### src/rtl/bomb_pkg.sv
// Shared types and constants for the bomb blast scheduler: FSM states,
// blast pattern indices and the screen coordinate width.
package bomb_pkg;

    localparam int COORD_W = 11;

    typedef enum logic [1:0] {
        IDLE     = 2'd0,
        FUSE     = 2'd1,
        BLAST    = 2'd2,
        COOLDOWN = 2'd3
    } state_t;

    localparam logic [2:0] REGULAR    = 3'd0;
    localparam logic [2:0] VERTICAL   = 3'd1;
    localparam logic [2:0] HORIZONTAL = 3'd2;

    // Values above the last defined pattern collapse to the regular blast.
    function automatic logic [2:0] map_pattern(input logic [2:0] rnd);
        return (rnd <= HORIZONTAL) ? rnd : REGULAR;
    endfunction

endpackage

### src/rtl/rr_arbiter2.sv
// Two-requester round-robin arbiter: combinational one-hot grant, pointer
// moves to the losing side whenever the owner accepts a grant.
module rr_arbiter2 (
    input  logic       clk,
    input  logic       resetN,
    input  logic [1:0] req,
    input  logic       advance,
    output logic [1:0] grant
);

    logic ptr;

    always_comb begin
        grant = 2'b00;
        if (req == 2'b11)
            grant = ptr ? 2'b10 : 2'b01;
        else
            grant = req;
    end

    always_ff @(posedge clk or negedge resetN) begin
        if (!resetN)
            ptr <= 1'b0;
        else if (advance && (grant != 2'b00))
            ptr <= grant[0];
    end

endmodule

### src/rtl/blast_scheduler.sv
// Bomb blast scheduler: arbitrates bomb requests, runs fuse and blast timers
// on frame ticks. Optional one-entry pending buffer under `BLAST_QUEUE_EN.
//
// state    | meaning
// IDLE     | waiting for a request
// FUSE     | fuse burning, counting frames
// BLAST    | blast displayed, counting frames
// COOLDOWN | single cycle, done pulse
module blast_scheduler
    import bomb_pkg::*;
#(
    parameter int FUSE_FRAMES  = 120,
    parameter int BLAST_FRAMES = 30
) (
    input  logic               clk,
    input  logic               resetN,
    input  logic               startOfFrame,
    input  logic               clear,
    input  logic [1:0]         req,
    input  logic [COORD_W-1:0] reqX0,
    input  logic [COORD_W-1:0] reqY0,
    input  logic [COORD_W-1:0] reqX1,
    input  logic [COORD_W-1:0] reqY1,
    input  logic [2:0]         random_num,
    output logic [1:0]         grant,
    output logic               fuse_active,
    output logic               blast,
    output logic [2:0]         blast_num,
    output logic [COORD_W-1:0] blastX,
    output logic [COORD_W-1:0] blastY,
    output logic               busy,
    output logic               done
);

    localparam logic [7:0] FUSE_LAST  = 8'(FUSE_FRAMES - 1);
    localparam logic [7:0] BLAST_LAST = 8'(BLAST_FRAMES - 1);

    state_t             state, state_n;
    logic [7:0]         cnt, cnt_n;
    logic [1:0]         req_eff, arb_grant, grant_n;
    logic               take, load_new;
    logic [COORD_W-1:0] sel_x, sel_y;
    logic [2:0]         sel_num;

    // A requester still sees its grant this cycle and has not yet dropped req.
    assign req_eff = req & ~grant;

    rr_arbiter2 u_arb (
        .clk     (clk),
        .resetN  (resetN),
        .req     (req_eff),
        .advance (take),
        .grant   (arb_grant)
    );

    assign sel_x   = arb_grant[1] ? reqX1 : reqX0;
    assign sel_y   = arb_grant[1] ? reqY1 : reqY0;
    assign sel_num = map_pattern(random_num);

`ifdef BLAST_QUEUE_EN
    logic               pend_valid;
    logic [COORD_W-1:0] pend_x, pend_y;
    logic [2:0]         pend_num;
    logic               store_pend, load_pend;
`endif

    always_comb begin
        state_n  = state;
        cnt_n    = cnt;
        take     = 1'b0;
        load_new = 1'b0;
`ifdef BLAST_QUEUE_EN
        store_pend = 1'b0;
        load_pend  = 1'b0;
`endif
        if (clear) begin
            state_n = IDLE;
            cnt_n   = 8'd0;
        end else begin
            unique case (state)
                IDLE: begin
                    if (req_eff != 2'b00) begin
                        take     = 1'b1;
                        load_new = 1'b1;
                        state_n  = FUSE;
                        cnt_n    = 8'd0;
                    end
                end
                FUSE: begin
                    if (startOfFrame) begin
                        if (cnt == FUSE_LAST) begin
                            state_n = BLAST;
                            cnt_n   = 8'd0;
                        end else begin
                            cnt_n = cnt + 8'd1;
                        end
                    end
                end
                BLAST: begin
                    if (startOfFrame) begin
                        if (cnt == BLAST_LAST) begin
                            state_n = COOLDOWN;
                            cnt_n   = 8'd0;
                        end else begin
                            cnt_n = cnt + 8'd1;
                        end
                    end
                end
                COOLDOWN: begin
                    state_n = IDLE;
                    cnt_n   = 8'd0;
`ifdef BLAST_QUEUE_EN
                    if (pend_valid) begin
                        load_pend = 1'b1;
                        state_n   = FUSE;
                    end else if (req_eff != 2'b00) begin
                        take     = 1'b1;
                        load_new = 1'b1;
                        state_n  = FUSE;
                    end
`endif
                end
                default: state_n = IDLE;
            endcase
`ifdef BLAST_QUEUE_EN
            if ((state == FUSE || state == BLAST) && !pend_valid && (req_eff != 2'b00)) begin
                take       = 1'b1;
                store_pend = 1'b1;
            end
`endif
        end
        grant_n = take ? arb_grant : 2'b00;
    end

    always_ff @(posedge clk or negedge resetN) begin
        if (!resetN) begin
            state     <= IDLE;
            cnt       <= 8'd0;
            grant     <= 2'b00;
            blast_num <= REGULAR;
            blastX    <= '0;
            blastY    <= '0;
        end else begin
            state <= state_n;
            cnt   <= cnt_n;
            grant <= grant_n;
            if (load_new) begin
                blast_num <= sel_num;
                blastX    <= sel_x;
                blastY    <= sel_y;
            end
`ifdef BLAST_QUEUE_EN
            // Queued bombs publish their position only when their own fuse starts.
            if (load_pend) begin
                blast_num <= pend_num;
                blastX    <= pend_x;
                blastY    <= pend_y;
            end
`endif
        end
    end

`ifdef BLAST_QUEUE_EN
    always_ff @(posedge clk or negedge resetN) begin
        if (!resetN) begin
            pend_valid <= 1'b0;
            pend_x     <= '0;
            pend_y     <= '0;
            pend_num   <= REGULAR;
        end else if (clear) begin
            pend_valid <= 1'b0;
        end else if (store_pend) begin
            pend_valid <= 1'b1;
            pend_x     <= sel_x;
            pend_y     <= sel_y;
            pend_num   <= sel_num;
        end else if (load_pend) begin
            pend_valid <= 1'b0;
        end
    end
`endif

    assign fuse_active = (state == FUSE);
    assign blast       = (state == BLAST);
    assign busy        = (state != IDLE);
    assign done        = (state == COOLDOWN) && !clear;

endmodule

### config.mk
export PLATFORM = sky130hd
export DESIGN_NAME = blast_scheduler
export DESIGN_NICKNAME = d
export VERILOG_FILES = /design/src/rtl/bomb_pkg.sv /design/src/rtl/rr_arbiter2.sv /design/src/rtl/blast_scheduler.sv
export SDC_FILE = /design/constraint.sdc
export NUM_CORES = 1
export LEC_CHECK = 0
export ABC_AREA = 0
export CAP_MARGIN = 30
export CORE_MARGIN = 3
export CORE_UTILIZATION = 39
export DETAILED_ROUTE_END_ITERATION = 8
export GPL_TIMING_DRIVEN = 0
export PLACE_DENSITY = 0.76
export SYNTH_ARGS = -nofsm -noshare
export SYNTH_HDL_FRONTEND = slang
export SYNTH_SLANG_ARGS = --single-unit
### constraint.sdc
create_clock -name clk -period 1.65 [get_ports clk]
set_input_delay 0.165 -clock clk [delete_from_list [all_inputs] [get_ports clk]]
set_output_delay 0.165 -clock clk [all_outputs]
set_load 0.02 [all_outputs]
# Yosys cells after proc, flatten, opt, wreduce, memory -nomap -nowiden
# Index checks and enable logic that the tools add are counted.
word_totals:
  mem_bits_ro: 0
  elab_cells: 54
  mem_bits_rw: 0
  latchBits: 0
  n_memories: 0
  reg_bits: 38
  input_bits: 53
op_classes:
  eq_ne: 11
  n_mul: 0
  shifts: 0
  n_div: 0
  n_addsub: 1
  n_reduce_logical: 9
  n_lt_le_gt_ge: 1
  n_mux: 23
  n_bitwise: 2
ops:
  columns: ["op", "count"]
  rows:
  - ["8-bit 2-to-1 mux", 6]
  - ["8-bit one-hot mux with 4 select lines", 1]
  - ["11-bit 2-to-1 mux", 2]
  - ["2-bit 2-to-1 mux", 9]
  - ["3-bit != test, second input constant", 3]
  - ["8-bit by 1-bit adder with 8-bit output, second input constant", 1]
  - ["8-bit by 5-bit == test with 1-bit output, second input constant", 1]
  - ["8-bit by 7-bit == test with 1-bit output, second input constant", 1]
  - ["2-bit one-hot mux with 4 select lines", 1]
  - ["2-bit == test, second input constant", 3]
  - ["3-bit by 2-bit != test with 1-bit output, second input constant", 2]
  - ["2-bit nonzero test", 3]
  - ["5-bit AND reduction", 1]
  - ["3-bit by 2-bit <= comparator with 1-bit output, second input constant", 1]
  - ["1-bit 2-to-1 mux", 3]
  - ["3-bit 2-to-1 mux", 1]
  - ["3-bit AND reduction", 1]
  - ["2-bit bitwise AND", 1]
  - ["2-bit by 1-bit == test with 1-bit output, second input constant", 1]
  - ["1-bit logical AND", 2]
  - ["2-bit logical NOT", 1]
  - ["2-bit NOT", 1]
  - ["1-bit logical NOT", 1]

# Logic depth before layout (Yosys ltp)
logic_depth:
  depth_word: 7
  depth_mapped: 7
  depth_no_buf: 6

# By module
# A second synthesis with hierarchy kept.
unflattened:
  cells_unflattened: 197
  hier_area_um2: 1934.4
modules_own_cells:
  columns: ["module", "n_inst", "area_each_um2", "seq_area_each_um2", "cells_each"]
  rows:
  - ["blast_scheduler", 1, 1879.3, 925.9, 191]
  - ["rr_arbiter2", 1, 55.1, 25.0, 6]

# Least setup slack after synthesis
# No wires, ideal clock.
synth_timing:
  path_type: "register -> register"
  from: "reg state[0]"
  to: "reg state[0]"
  path_stages_with_launch: 7
  t_arrival_ns: 1.651
  path_slack_ns: -0.128
  cell_sequence: "dfrtp_1 > inv_1 > ha_1 > o21bai_1 > o31ai_2 > nor3_2 > mux2_1"
synth_via:
  elab_chain_cells: 3
  word_cells_on_any_way: 12
  classes_between: "eq/ne (8); mux (2); reduce/logical (2)"
synth_lines:
  columns: ["element", "line_no", "rtl"]
  rows:
  - ["start: declaration", "blast_scheduler.sv:38", "state_t state, state_n;"]
  - ["start signal: assignment", "blast_scheduler.sv:144", "state <= state_n;"]
  - ["2-bit == test *", null, null]
  - ["net blast", "blast_scheduler.sv:27", "output logic blast,"]
  - ["3-bit by 2-bit != test with 1-bit output (no line) (tied with other cells)", null, null]
  - ["5-bit AND reduction (no line) or 2-bit 2-to-1 mux (tied branches)", null, null]
# Mark *: on every way through the listed nets, which the timed path passes. The rest lies on a longest branch.
# A chain may end at the register's enable or synchronous reset.

# Worst setup path in the final report
layout_timing:
  from: "reg cnt[1]"
  to: "reg cnt[7]"
layout_via:
  elab_chain_cells: 5
  word_cells_on_any_way: 9
  classes_between: "add/sub (1); eq/ne (2); mux (6)"
layout_lines:
  columns: ["element", "line_no", "rtl"]
  rows:
  - ["start: declaration", "blast_scheduler.sv:39", "logic [7:0] cnt, cnt_n;"]
  - ["start signal: assignment", "blast_scheduler.sv:145", "cnt <= cnt_n;"]
  - ["8-bit by 1-bit adder with 8-bit output (tied with other cells)", "blast_scheduler.sv:95, blast_scheduler.sv:105", null]
  - ["8-bit 2-to-1 mux, on equally long branches", "blast_scheduler.sv:101, blast_scheduler.sv:91", null]
  - ["8-bit 2-to-1 mux, on equally long branches", "blast_scheduler.sv:100, blast_scheduler.sv:90", null]
  - ["8-bit one-hot mux with 4 select lines *", "blast_scheduler.sv:80", "unique case (state)"]
  - ["8-bit 2-to-1 mux *", "blast_scheduler.sv:76", "if (clear) begin"]
# Mark *: on every way between the ends. The rest lies on a longest branch, timed or not. The select of a mux whose other input is x is not followed.

==> metrics.json <==
{
  "multi_input_comb_area": {"value": 1200, "unit": "sq um"},
  "cp_top_family": {"value": "flip-flops"},
  "timing_worst_slew_pin_value": {"value": 852, "unit": "ps"},
  "routedLengthMet1": {"value": 2.41, "unit": "mm"},
  "floorplan.io_pins": {"value": 84},
  "cpPeakStageDelay": {"value": 430, "unit": "ps"},
  "tritoncts.num_buffers": {"value": 5},
  "wl_met2": {"value": 3.02, "unit": "mm"},
  "number_of_antenna_violations_at_the_first_check_in_global_routing": {"value": 0},
  "seq_area": {"value": 957, "unit": "sq um"},
  "path_clk_slew": {"value": 80, "unit": "ps"},
  "worst_slew_margin_rel": {"value": 0.432},
  "cts_tree": {"value": "yes"},
  "finalHoldWorstSlack": {"value": -25.1, "unit": "ps"},
  "synth.net_count": {"value": 269},
  "hold_path.class": {"value": "input pin to async pin"},
  "cts_sinks": {"value": 38},
  "timing.fmax": {"value": 553, "unit": "MHz"},
  "layout-drive-gt1-share": {"value": 0.245},
  "grt_util_all_layers": {"value": 0.203},
  "grt_max_degree": {"value": 39},
  "setup_viol": {"value": 9},
  "setup.worst_path.start": {"value": "cnt[1]"},
  "vdd_ir_drop_max": {"value": 0.000670, "unit": "V"},
  "fin_crit_sh": {"value": 1.10},
  "synth_largest_type_area_fraction": {"value": 0.461},
  "timing.setup.critical_path_class": {"value": "flop to flop"},
  "worst_path_max_delay_cell": {"value": "sky130_fd_sc_hd__dfrtp_2"},
  "synth-edff-count": {"value": 0},
  "route.detailed.vias_per_inst": {"value": 5.22},
  "fin_hold_viols": {"value": 38},
  "crit_path_end_kind": {"value": "flop"},
  "clkLatencyLatePin": {"value": 290, "unit": "ps"},
  "finClkSkew": {"value": 4.37, "unit": "ps"},
  "dr.first_iter.drc_count": {"value": 126},
  "hpwlAfterDp": {"value": 4.12, "unit": "mm"},
  "yosys-top-cells-area": {"value": "sky130_fd_sc_hd__dfrtp_1 (46%), sky130_fd_sc_hd__mux2i_1 (11%), sky130_fd_sc_hd__nand2_1 (6.2%), sky130_fd_sc_hd__o21ai_0 (5.8%), sky130_fd_sc_hd__ha_1 (4.2%)"},
  "setup_slack": {"value": -159, "unit": "ps"},
  "maxUsedRoutingLayer": {"value": "met4"},
  "cts_buffer_depth": {"value": 2},
  "global_route.overflow_total": {"value": 0},
  "clk_root_buf": {"value": "sky130_fd_sc_hd__clkbuf_8"},
  "layout.cells.non_filler": {"value": 390},
  "wl_met3": {"value": 580, "unit": "um"},
  "dr_drc_count": {"value": 0},
  "via_count_of_the_first_global_routing_pass": {"value": 2119},
  "worst_r2r_startpoint": {"value": "cnt[1]"},
  "ys_seq_elements": {"value": 38},
  "yosysMostFrequentCell": {"value": "sky130_fd_sc_hd__dfrtp_1"},
  "initial_cell_density_of_the_core": {"value": 0.420},
  "crit_path_cell_trace": {"value": "inv_2 -> ha_4 -> nor4b_4 -> buf_4 -> a211oi_4 -> buf_4 -> o211ai_1 -> nand3_1"},
  "asyncSetResetFlopFracSynth": {"value": 1.00},
  "cts_hold_repair.buffers": {"value": 0},
  "die_x": {"value": 78.8, "unit": "um"},
  "dpl.cell_count": {"value": 358},
  "critical_path.most_common_cell": {"value": "sky130_fd_sc_hd__buf_4"},
  "finalWorstPathRequiredPeriod": {"value": 1810, "unit": "ps"},
  "routed_wire_length_per_instance": {"value": 15.7, "unit": "um"},
  "grt_first_pass_wirelength": {"value": 9.91, "unit": "mm"},
  "layout.nets": {"value": 382},
  "syn-instance-count": {"value": 209},
  "outcome": {"value": "finished, violations left"},
  "netlist-cell-type-count": {"value": 44},
  "rsz0062_at_grt": {"value": "yes"},
  "yosys.area.top_type": {"value": "sky130_fd_sc_hd__dfrtp_1"},
  "required": {"value": 1820, "unit": "ps"},
  "total_of_max_cap_violations": {"value": 0},
  "synth.top_cells.by_count": {"value": "sky130_fd_sc_hd__dfrtp_1 (38), sky130_fd_sc_hd__nand2_1 (34), sky130_fd_sc_hd__o21ai_0 (24)"},
  "totalPowerFinal": {"value": 4510, "unit": "uW"},
  "power_density": {"value": 1310, "unit": "nW/um^2"},
  "route.final.wire_length": {"value": 6.14, "unit": "mm"},
  "routed_via_count": {"value": 2034},
  "detail-route-antenna-nets": {"value": 0},
  "critPathMaxFanout": {"value": 4},
  "area.growth.synth_to_final": {"value": 67.5, "unit": "%"},
  "violations_in_the_final_reports": {"value": "negative hold slack, negative setup slack"},
  "synth-main-ff-cell": {"value": "sky130_fd_sc_hd__dfrtp_1"},
  "buffer_ports.inserted": {"value": 82},
  "firstDrtPassIters": {"value": 4},
  "fin_max_slew_vios": {"value": 0},
  "die_area": {"value": 6200, "unit": "sq um"},
  "arrival_time_of_the_worst_setup_path": {"value": 1980, "unit": "ps"},
  "synth_sequential_area_ratio": {"value": 0.461},
  "core_area": {"value": 4910, "unit": "sq um"},
  "cp_launch_type": {"value": "flop"},
  "synth.avg_cell_area": {"value": 9.88, "unit": "sq um"},
  "cell_leakage_power": {"value": 0.00147, "unit": "uW"},
  "antenna_cells": {"value": 0},
  "synthesis.area": {"value": 2060, "unit": "sq um"},
  "place_congestion": {"value": 0.770},
  "buf_inv_on_cp": {"value": 3},
  "synth-warning-count": {"value": 0},
  "floorplan.die.height": {"value": 78.8, "unit": "um"},
  "nFillCells": {"value": 386},
  "ctsHtreeMaxLevel": {"value": 2},
  "placementRows": {"value": 25}
}
[sequential cells by signal, summed over array words and instances, names as in the netlist]
| register | count |
|---|---|
| u_arb.ptr | 1 |
| state | 2 |
| blast_num | 3 |
| blastY | 11 |
| blastX | 11 |
| grant | 2 |
| cnt | 8 |
[worst reg2reg max path, stage by stage, from the launching register on]
cell and delay (ps):
sky130_fd_sc_hd__dfrtp_2 430, sky130_fd_sc_hd__inv_2 80, sky130_fd_sc_hd__ha_4 120, sky130_fd_sc_hd__nor4b_4 250, sky130_fd_sc_hd__buf_4 180, sky130_fd_sc_hd__a211oi_4 80
sky130_fd_sc_hd__buf_4 170, sky130_fd_sc_hd__o211ai_1 240, sky130_fd_sc_hd__nand3_1 130
[routing by layer]
layer,up-vias,track usage
met1,959,0.234
li1,969,-
met4,0,0.0787
met3,12,0.0726
met5,-,0
met2,94,0.345
[through the flow]
step                hold slack (ps)  instance area, sq um   util  setup WS, ps  TNS (ps)
detailed placement              330                  3020  0.614          -391    -10120
finish                        -25.1                  3460  0.704          -159      -930
floorplan                      -131                  2120      -          3.38         0
CTS                            6.25                  3390  0.690         -76.4      -398
global route                   30.0                  3460  0.704          -234     -1660
global placement                449                  3020  0.615          -517    -28270
[logic make-up (layout without fill, tap and decap cells)]
family          Yosys count  count (layout)  share of synthesized area
buf+inv                  20             134                     0.0412
fa+ha+maj                 7               7                     0.0424
mux                      24              24                      0.117
flops                    38              38                      0.461
compound gates           54              54                      0.181
simple gates             66              66                      0.158
[cell usage in the layout (no fill, tap or decap), types with 2 or more instances in the layout]
cell	instances
sky130_fd_sc_hd__inv_2	4
sky130_fd_sc_hd__nor2_1	5
sky130_fd_sc_hd__ha_1	2
sky130_fd_sc_hd__clkbuf_4	2
sky130_fd_sc_hd__nand3_1	5
sky130_fd_sc_hd__mux2i_1	22
sky130_fd_sc_hd__inv_1	6
sky130_fd_sc_hd__dlygate4sd2_1	4
sky130_fd_sc_hd__and3_1	2
sky130_fd_sc_hd__ha_4	5
sky130_fd_sc_hd__o211ai_1	9
sky130_fd_sc_hd__nand2b_1	3
sky130_fd_sc_hd__nand2_1	34
sky130_fd_sc_hd__buf_2	4
sky130_fd_sc_hd__dfrtp_2	5
sky130_fd_sc_hd__o21ai_0	23
sky130_fd_sc_hd__clkdlybuf4s50_1	77
sky130_fd_sc_hd__o41a_1	2
sky130_fd_sc_hd__buf_4	23
sky130_fd_sc_hd__buf_6	2
sky130_fd_sc_hd__clkbuf_8	6
sky130_fd_sc_hd__o221ai_2	2
sky130_fd_sc_hd__dfrtp_1	33
sky130_fd_sc_hd__buf_12	2
sky130_fd_sc_hd__o21ai_2	2
sky130_fd_sc_hd__nor2b_1	3
[cell type report]
class,instances,share of cell area
Inverter,11,0.0127
Multi-Input combinational cell,151,0.347
Tap cell,67,0.0242
Buffer,9,0.0250
Clock inverter,1,0.00145
Clock buffer,7,0.0250
Sequential cell,38,0.277
Timing Repair Buffer,106,0.288
[repair_timing]
item | in CTS | in global routing
setup buffers | 20 | 4
resized for setup | 41 | 13
gates cloned | 0 | 0
endpoints found under the setup margin | 40 | 35
pin swaps | 13 | 7
[final timing paths]
kind	endpoint	slack [ps]	depth (start not counted)
hold reg to reg	blastX[8]	480	2
hold / removal	blast_num[1]	-30	1
setup reg to reg	cnt[7]	-160	8
max in group asynchronous	cnt[5]	1090	1
min in group clk	cnt[0]	190	2
setup / recovery	cnt[7]	-160	8
[where the power goes]
| part | total [uW] | internal (uW) | switching, uW |
|---|---|---|---|
| combinational | 2400 | 1190 | 1210 |
| clock | 673 | 337 | 336 |
| sequential | 1440 | 1240 | 195 |
| total | 4510 | 2770 | 1740 |
No activity file was read; power rests on OpenSTA's default activity.
